**src/rtl/leg_intc_pkg.sv**
```systemverilog
`default_nettype none
// ============================================================================
//  Module   : leg_intc_pkg
//  Purpose  : Register offsets, EOI bit positions and channel state encoding
//             shared by the leg_intc interrupt controller.
//  Revision : 1.0 - initial release
// ============================================================================
package leg_intc_pkg;

    localparam logic [2:0] C_REG_RAW     = 3'd0;
    localparam logic [2:0] C_REG_PENDING = 3'd1;
    localparam logic [2:0] C_REG_ENABLE  = 3'd2;
    localparam logic [2:0] C_REG_FIQSEL  = 3'd3;
    localparam logic [2:0] C_REG_EDGE    = 3'd4;
    localparam logic [2:0] C_REG_IRQ_ID  = 3'd5;
    localparam logic [2:0] C_REG_FIQ_ID  = 3'd6;
    localparam logic [2:0] C_REG_EOI     = 3'd7;

    localparam int C_EOI_IRQ_BIT = 0;
    localparam int C_EOI_FIQ_BIT = 1;

    typedef enum logic [1:0] {
        IDLE    = 2'd0,
        REQ     = 2'd1,
        SERVICE = 2'd2
    } chan_state_t;

endpackage
`default_nettype wire

```
**src/rtl/intc_channel.sv**
```systemverilog
`default_nettype none
// ============================================================================
//  Module   : intc_channel
//  Purpose  : One request channel (IRQ or FIQ): IDLE/REQ/SERVICE FSM,
//             lowest-index priority encoder and captured ID/valid.
//  Revision : 1.0 - initial release
// ============================================================================
module intc_channel
    import leg_intc_pkg::*;
#(
    parameter int NSRC = 8,
    parameter int IDW  = 5
) (
    input  logic            clk,
    input  logic            reset,
    input  logic [NSRC-1:0] cand,
    input  logic            Assert,
    input  logic            eoi,
    output logic            req,
    output logic [IDW-1:0]  id,
    output logic            valid,
    output logic [NSRC-1:0] clr_onehot
);

    chan_state_t     r_state;
    chan_state_t     w_state_next;
    logic [IDW-1:0]  r_id;
    logic            r_valid;
    logic [IDW-1:0]  w_win_id;
    logic [NSRC-1:0] w_win_onehot;
    logic            w_any;
    logic            w_take;

    assign w_any        = |cand;
    assign w_win_onehot = cand & (~cand + NSRC'(1));

    always_comb begin
        w_win_id = '0;
        for (int i = NSRC - 1; i >= 0; i--) begin
            if (cand[i]) w_win_id = IDW'(i);
        end
    end

    // Withdrawal takes precedence: an ack with no candidate has nothing to capture.
    assign w_take = (r_state == REQ) && Assert && w_any;

    always_comb begin
        w_state_next = r_state;
        case (r_state)
            IDLE:    if (w_any) w_state_next = REQ;
            REQ: begin
                if (!w_any)      w_state_next = IDLE;
                else if (Assert) w_state_next = SERVICE;
            end
            SERVICE: if (eoi) w_state_next = IDLE;
            default: w_state_next = IDLE;
        endcase
    end

    always_ff @(posedge clk) begin
        if (!reset) begin
            r_state <= IDLE;
            r_id    <= '0;
            r_valid <= 1'b0;
        end else begin
            r_state <= w_state_next;
            if (w_take) begin
                r_id    <= w_win_id;
                r_valid <= 1'b1;
            end else if ((r_state == SERVICE) && eoi) begin
                r_valid <= 1'b0;
            end
        end
    end

    assign req        = (r_state == REQ);
    assign id         = r_id;
    assign valid      = r_valid;
    assign clr_onehot = w_take ? w_win_onehot : '0;

endmodule
`default_nettype wire

```
**src/rtl/leg_intc.sv**
```systemverilog
`default_nettype none
// ============================================================================
//  Module   : leg_intc
//  Purpose  : Interrupt controller driving level-held IRQ/FIQ to the core,
//             with pending/enable/route/edge registers and EOI handshake.
//  Revision : 1.0 - initial release
// ============================================================================
module leg_intc
    import leg_intc_pkg::*;
#(
    parameter int NSRC = 8,
    parameter int IDW  = 5
) (
    input  logic            clk,
    input  logic            reset,
    input  logic [NSRC-1:0] irq_src,
    input  logic            IRQAssert,
    input  logic            FIQAssert,
    input  logic            we,
    input  logic [4:0]      addr,
    input  logic [31:0]     wdata,
    output logic [31:0]     rdata,
    output logic            IRQ,
    output logic            FIQ
);

    logic [NSRC-1:0] r_sync1, r_s, r_sdly;
    logic [NSRC-1:0] r_pending, r_enable, r_fiqsel, r_edge;
    logic [NSRC-1:0] w_rise, w_w1c, w_clr, w_clr_irq, w_clr_fiq;
    logic [NSRC-1:0] w_cand_irq, w_cand_fiq, w_pend_next, w_wsrc;
    logic [2:0]      w_sel;
    logic            w_eoi_irq, w_eoi_fiq;
    logic [IDW-1:0]  w_irq_id, w_fiq_id;
    logic            w_irq_valid, w_fiq_valid;
    logic            w_unused;

    assign w_sel    = addr[4:2];
    assign w_wsrc   = wdata[NSRC-1:0];
    assign w_unused = ^{addr[1:0], wdata};

    assign w_rise    = r_s & ~r_sdly;
    assign w_w1c     = (we && w_sel == C_REG_PENDING) ? w_wsrc : '0;
    assign w_eoi_irq = we && (w_sel == C_REG_EOI) && wdata[C_EOI_IRQ_BIT];
    assign w_eoi_fiq = we && (w_sel == C_REG_EOI) && wdata[C_EOI_FIQ_BIT];

    assign w_cand_irq = r_pending & r_enable & ~r_fiqsel;
    assign w_cand_fiq = r_pending & r_enable &  r_fiqsel;
    assign w_clr      = w_clr_irq | w_clr_fiq;

    // Edge bits: a new rise beats any clear; level bits just follow the synchronised input.
    assign w_pend_next = (r_edge & ((r_pending & ~w_w1c & ~w_clr) | w_rise))
                       | (~r_edge & r_s);

    always_ff @(posedge clk) begin
        if (!reset) begin
            r_sync1   <= '0;
            r_s       <= '0;
            r_sdly    <= '0;
            r_pending <= '0;
            r_enable  <= '0;
            r_fiqsel  <= '0;
            r_edge    <= '0;
        end else begin
            r_sync1   <= irq_src;
            r_s       <= r_sync1;
            r_sdly    <= r_s;
            r_pending <= w_pend_next;
            if (we && w_sel == C_REG_ENABLE) r_enable <= w_wsrc;
            if (we && w_sel == C_REG_FIQSEL) r_fiqsel <= w_wsrc;
            if (we && w_sel == C_REG_EDGE)   r_edge   <= w_wsrc;
        end
    end

    intc_channel #(.NSRC(NSRC), .IDW(IDW)) u_irq_chan (
        .clk        (clk),
        .reset      (reset),
        .cand       (w_cand_irq),
        .Assert     (IRQAssert),
        .eoi        (w_eoi_irq),
        .req        (IRQ),
        .id         (w_irq_id),
        .valid      (w_irq_valid),
        .clr_onehot (w_clr_irq)
    );

    intc_channel #(.NSRC(NSRC), .IDW(IDW)) u_fiq_chan (
        .clk        (clk),
        .reset      (reset),
        .cand       (w_cand_fiq),
        .Assert     (FIQAssert),
        .eoi        (w_eoi_fiq),
        .req        (FIQ),
        .id         (w_fiq_id),
        .valid      (w_fiq_valid),
        .clr_onehot (w_clr_fiq)
    );

    always_comb begin
        rdata = '0;
        case (w_sel)
            C_REG_RAW:     rdata = 32'(r_s);
            C_REG_PENDING: rdata = 32'(r_pending);
            C_REG_ENABLE:  rdata = 32'(r_enable);
            C_REG_FIQSEL:  rdata = 32'(r_fiqsel);
            C_REG_EDGE:    rdata = 32'(r_edge);
            C_REG_IRQ_ID: begin
                rdata[31]      = w_irq_valid;
                rdata[IDW-1:0] = w_irq_id;
            end
            C_REG_FIQ_ID: begin
                rdata[31]      = w_fiq_valid;
                rdata[IDW-1:0] = w_fiq_id;
            end
            default:       rdata = '0;
        endcase
    end

endmodule
`default_nettype wire

```
**config.mk**
```make
export PLATFORM = sky130hd
export DESIGN_NAME = leg_intc
export DESIGN_NICKNAME = d
export VERILOG_FILES = /design/src/rtl/leg_intc_pkg.sv /design/src/rtl/intc_channel.sv /design/src/rtl/leg_intc.sv
export SDC_FILE = /design/constraint.sdc
export NUM_CORES = 1
export LEC_CHECK = 0
export CORE_MARGIN = 2
export CORE_UTILIZATION = 49
export CTS_CLUSTER_SIZE = 28
export DETAILED_ROUTE_END_ITERATION = 6
export GPL_ROUTABILITY_DRIVEN = 0
export PLACE_DENSITY = 0.8
export SLEW_MARGIN = 20
export SYNTH_ARGS = -nofsm -noshare
export SYNTH_HDL_FRONTEND = slang
export SYNTH_SLANG_ARGS = --single-unit
```
**constraint.sdc**
```tcl
create_clock -name clk -period 2.5 [get_ports clk]
set_input_delay 0.5 -clock clk [delete_from_list [all_inputs] [get_ports clk]]
set_output_delay 0.5 -clock clk [all_outputs]
set_load 0.02 [all_outputs]
```
# Word level (Yosys, flattened, before mapping)
# Index checks and enable logic that the tools add are counted.
[op_classes]
reduce_logical = 22
mux = 36
bitwise = 20
add_sub_neg = 2
eq_ne = 17
[ops]
columns = ["operator", "n"]
rows = [
  ["8-bit AND", 10],
  ["8-bit NOT", 7],
  ["3-bit 2-to-1 mux", 16],
  ["5-bit case mux with 7 select lines", 1],
  ["8-bit 2-to-1 mux", 3],
  ["8-bit bitwise OR", 3],
  ["8-bit by 1-bit adder with 8-bit output, second input constant", 2],
  ["2-bit 2-to-1 mux", 8],
  ["8-bit OR reduction", 2],
  ["3-bit case mux with 5 select lines", 1],
  ["1-bit logical AND", 13],
  ["3-bit == test, second input constant", 4],
  ["2-bit case mux with 3 select lines", 2],
  ["2-bit by 1-bit != test with 1-bit output, second input constant", 4],
  ["3-bit by 2-bit == test with 1-bit output, second input constant", 2],
  ["3-bit != test, second input constant", 2],
  ["3-bit AND reduction", 2],
  ["2-bit by 1-bit == test with 1-bit output, second input constant", 2],
  ["2-bit == test, second input constant", 2],
  ["2-bit logical NOT", 2],
  ["1-bit 2-to-1 mux", 4],
  ["2-bit nonzero test", 2],
  ["3-bit by 1-bit == test with 1-bit output, second input constant", 1],
  ["3-bit logical NOT", 1],
  ["1-bit case mux with 2 select lines", 1],
]
[totals]
out_inout_bits = 34
wordCells = 110
inputBits = 50
ff_bits = 72

# Depth between registers and ports, before layout
[depth]
ltp_word = 12
depth_mapped = 6
mapped_depth_nobuf = 4

# Hierarchy
# A second synthesis with hierarchy kept.
[unflattened]
hier_cells = 412
area_unflattened_um2 = 3682.3
[modules_own_cells]
columns = ["mod", "n_inst", "cells_per_inst", "area_per_inst_um2"]
rows = [
  ["leg_intc", 1, 304, 2819.0],
  ["intc_channel", 2, 54, 431.7],
]

# Least setup slack after synthesis
# Ideal clock, no wire load.
[synth_path]
kind = "input port to output port"
startpoint = "input port addr[2]"
endpoint = "output port rdata[0]"
arrival_ns = 1.719
stages = 6
required_ns = 2.000
setup_slack_ns = 0.281
path_cell_list = "buf_2 > buf_1 > mux2i_1 > nor2_1 > a21oi_1 > o21ai_0"
[synth_via]
elab_chain_len = 2
[synth_rtl]
columns = ["element", "line", "source"]
rows = [
  ["start: declaration", "leg_intc.sv:20", "input logic [4:0] addr,"],
  ["3-bit == test, or another cell as far along", "leg_intc.sv:100", "case (w_sel)"],
  ["5-bit case mux with 7 select lines *", "leg_intc.sv:100", ""],
  ["end: declaration", "leg_intc.sv:22", "output logic [31:0] rdata,"],
]
# Every way passes the cells marked *; elsewhere a longest branch is shown, timed or not.

# Worst setup path in the final report
[layout_path]
startpoint = "input port addr[2]"
endpoint = "output port rdata[2]"
# Same word-level chain as after synthesis.

==> flow_metrics.env <==
export IMPL_min_path_type="reg2reg"
export IMPL_status="finished, final reports clean"
export IMPL_drcViolationCount=0
export IMPL_synth_top_flop_cell="dfxtp_1"
export IMPL_first_iter_violations=255
export IMPL_cpMaxStageDelayCell="mux4_2"
export IMPL_synthArstFlopShare=0
export IMPL_grt_pass1_wl_um=15200
export IMPL_drv_cap=0
export IMPL_min_period_over_period=0.971
export IMPL_layout_area_overhead_vs_synth_pct=22.3
export IMPL_core_area_um2=6720
export IMPL_slew_viol_final=0
export IMPL_path_buf_inv=3
export IMPL_finalCriticalPeriod_ps=2430
export IMPL_h_tree_depth=3
export IMPL_hold_violations=0
export IMPL_grt_antenna_before_repair=0
export IMPL_synth_top_family_by_area="simple AND/OR/NAND/NOR gates"
export IMPL_die_h_um=86.9
export IMPL_crit_path_cell_trace="dlygate4sd2_1, buf_6, mux4_2, mux2_2, clkdlybuf4s15_2"
export IMPL_critPathCaptureType="output port"
export IMPL_synth_area_mux_share=0.0416
export IMPL_slew_headroom=0.549
export IMPL_final_cells=554
export IMPL_rows=30
export IMPL_critical_path_required_ps=2000
export IMPL_dp_hpwl_um=6620
export IMPL_synth_area_um2=3370
export IMPL_route_vias_total=3256
export IMPL_ctsRootBufferMaster="clkbuf_8"
export IMPL_wl_met2_um=4240
export IMPL_fin_nets=519
export IMPL_finalPower_mw=2.28
export IMPL_setup_worst_path_class="in2out"
export IMPL_ys_ff_latch=68
export IMPL_max_freq_ghz=0.412
export IMPL_dieArea_um2=7560
export IMPL_wirelength_um=9530
export IMPL_power_density_nw_per_um2=553
export IMPL_critPathTopFamily="multiplexers"
export IMPL_cts_num_sinks=68
export IMPL_skew_ps=9.72
export IMPL_grt_max_degree=39
export IMPL_wl_met3_um=806
export IMPL_critPathMaxFanout=6
export IMPL_first_pass_iters=5
export IMPL_tightest_slew_ps=676
export IMPL_synth_xor_xnor_area_share=0
export IMPL_grt_setup_unrepaired="no"
export IMPL_initial_core_util=0.502
export IMPL_arrival_ps=1930
export IMPL_synth_edf_count=0
export IMPL_grt_pass1_vias=3061
export IMPL_ir_drop_v=0.000370
export IMPL_synthesis_instances=404
export IMPL_cts_buffers=9
export IMPL_cts_buffer_depth=2
export IMPL_cts_hold_buf=0
export IMPL_synth_compound_area_frac=0.177
export IMPL_drt_wirelength_per_cell_um=17.2
export IMPL_clk_pin_slew_ps=70
export IMPL_pin_count=84
export IMPL_drt_met1_wl_um=4140
export IMPL_critPathMaxStageDelay_ps=490
export IMPL_p_leak_nw=1.67
export IMPL_diodes=0
export IMPL_placed_cells=535
export IMPL_setup_violations=0
export IMPL_die_w_um=86.9
export IMPL_clk_latency_ps=350
export IMPL_vias_per_cell=5.88
export IMPL_synth_warnings=0
export IMPL_cts_tree="done"
export IMPL_ant_nets=0
export IMPL_hold_slack_ps=429
export IMPL_synth_seq_area_share=0.404
export IMPL_top_layer="met4"
export IMPL_synth_distinct_cells=50
export IMPL_syn_area_per_cell_um2=8.34
export IMPL_crit_path_start_kind="input pin"
export IMPL_overflow=0
export IMPL_io_buffer_count=34
export IMPL_synthSimpleGateAreaFrac=0.303
export IMPL_grt_use_total=0.263
export IMPL_drive_gt1_frac=0.165
export IMPL_synth_fa_ha_area_frac=0
placed cells by master, fill, tap and decap left out, types with 7 or more instances in the layout:
master | synthesis | routed
a21oi_1 | 38 | 38
a22oi_1 | 8 | 8
and2_1 | 25 | 25
buf_4 | 23 | 35
clkbuf_8 | 0 | 10
clkdlybuf4s50_1 | 0 | 22
conb_1 | 1 | 23
dfxtp_1 | 68 | 68
nand2_1 | 76 | 76
nand3_1 | 22 | 22
nand3b_1 | 7 | 7
nor2_1 | 8 | 7
nor2b_1 | 9 | 9
o21ai_0 | 13 | 13
flip-flops by register name, summed over array words and instances (netlist names):
register            count
u_irq_chan.id           3
u_irq_chan.valid        1
r_sdly                  8
u_fiq_chan.r_state      2
r_pending               8
u_irq_chan.r_state      2
r_sync1                 8
u_fiq_chan.valid        1
r_enable                8
u_fiq_chan.id           3
r_edge                  8
r_s                     8
r_fiqsel                8
Yosys cell counts, drive strengths merged (3+ instances only):
master  instances  area [um2]
clkbuf         13        48.8
a31oi           5        31.3
nand3b         11         124
o22ai           4        25.0
nor3            3        15.0
buf            28         194
nor2            8        30.0
nand3          22         110
o21ai          13        65.1
nand4           6        52.6
and2           25         156
o31ai           3        22.5
o211ai          3        22.5
and3            6        37.5
and3b           3        26.3
a22oi           8        60.1
nand2b          4        25.0
nand2          76         285
mux2            6        67.6
dfxtp          68        1360
a32o            3        30.0
a21oi          38         190
mux2i           5        50.1
nor2b           9        56.3
nor4b           3        26.3
final cells by class:
class,instances,area (um2)
tap,80,100
sequential,68,1360
clock inverter,6,63.8
fill,578,2600
inverter,2,7.51
timing repair buffer,73,607
clock buffer,10,138
multi-input combinational,315,1840
report_power, final:
part           switching (mW)  internal [mW]
Clock                   0.429          0.485
Sequential             0.0206           1.11
Combinational           0.134         0.0993
Total                   0.583           1.69
repair_timing:
action | in CTS | in global routing
cloned | 2 | 0
gates resized for setup | 30 | 4
endpoints found under the setup margin | 9 | 3
buffers inserted | 1 | 0
pin swaps | 0 | 0
logic make-up after synthesis:
| family | count (synthesis) |
|---|---|
| buffers and inverters | 43 |
| multiplexers | 12 |
| flip-flops | 68 |
| AO/OA/AOI/OAI | 94 |
| AND/OR/NAND/NOR | 186 |
| other | 1 |
worst paths after layout:
path	end	from	slack, ps	cells past startpoint
worst max-delay path	rdata[2]	addr[2]	70	5
worst min-delay path	r_s[3]$_SDFF_PN0_	r_sync1[3]$_SDFF_PN0_	430	1
worst max register to register	r_pending[5]$_SDFF_PN0_	r_fiqsel[0]$_SDFFE_PN0P_	710	4
worst min register to register	r_s[3]$_SDFF_PN0_	r_sync1[3]$_SDFF_PN0_	430	1
per-layer routing:
metal / global-route usage / vias to the layer above
met5: 0 / -
met4: 0.131 / 0
met3: 0.0626 / 37
met2: 0.403 / 152
met1: 0.346 / 1531
li1: - / 1536
per-stage QoR:
| step | worst slack, ps | area (um2) | util | TNS (ps) |
|---|---|---|---|---|
| 2_1_floorplan | 281 | 3450 | - | 0 |
| 3_3_place_gp | -507 | 3920 | 0.584 | -3840 |
| 3_5_place_dp | -524 | 3920 | 0.584 | -4050 |
| 4_1_cts | 18.8 | 4140 | 0.616 | 0 |
| 5_1_grt | 19.6 | 4120 | 0.613 | 0 |
| 6_report | 71.5 | 4120 | 0.613 | 0 |
Power figures use the tool's default switching activity.
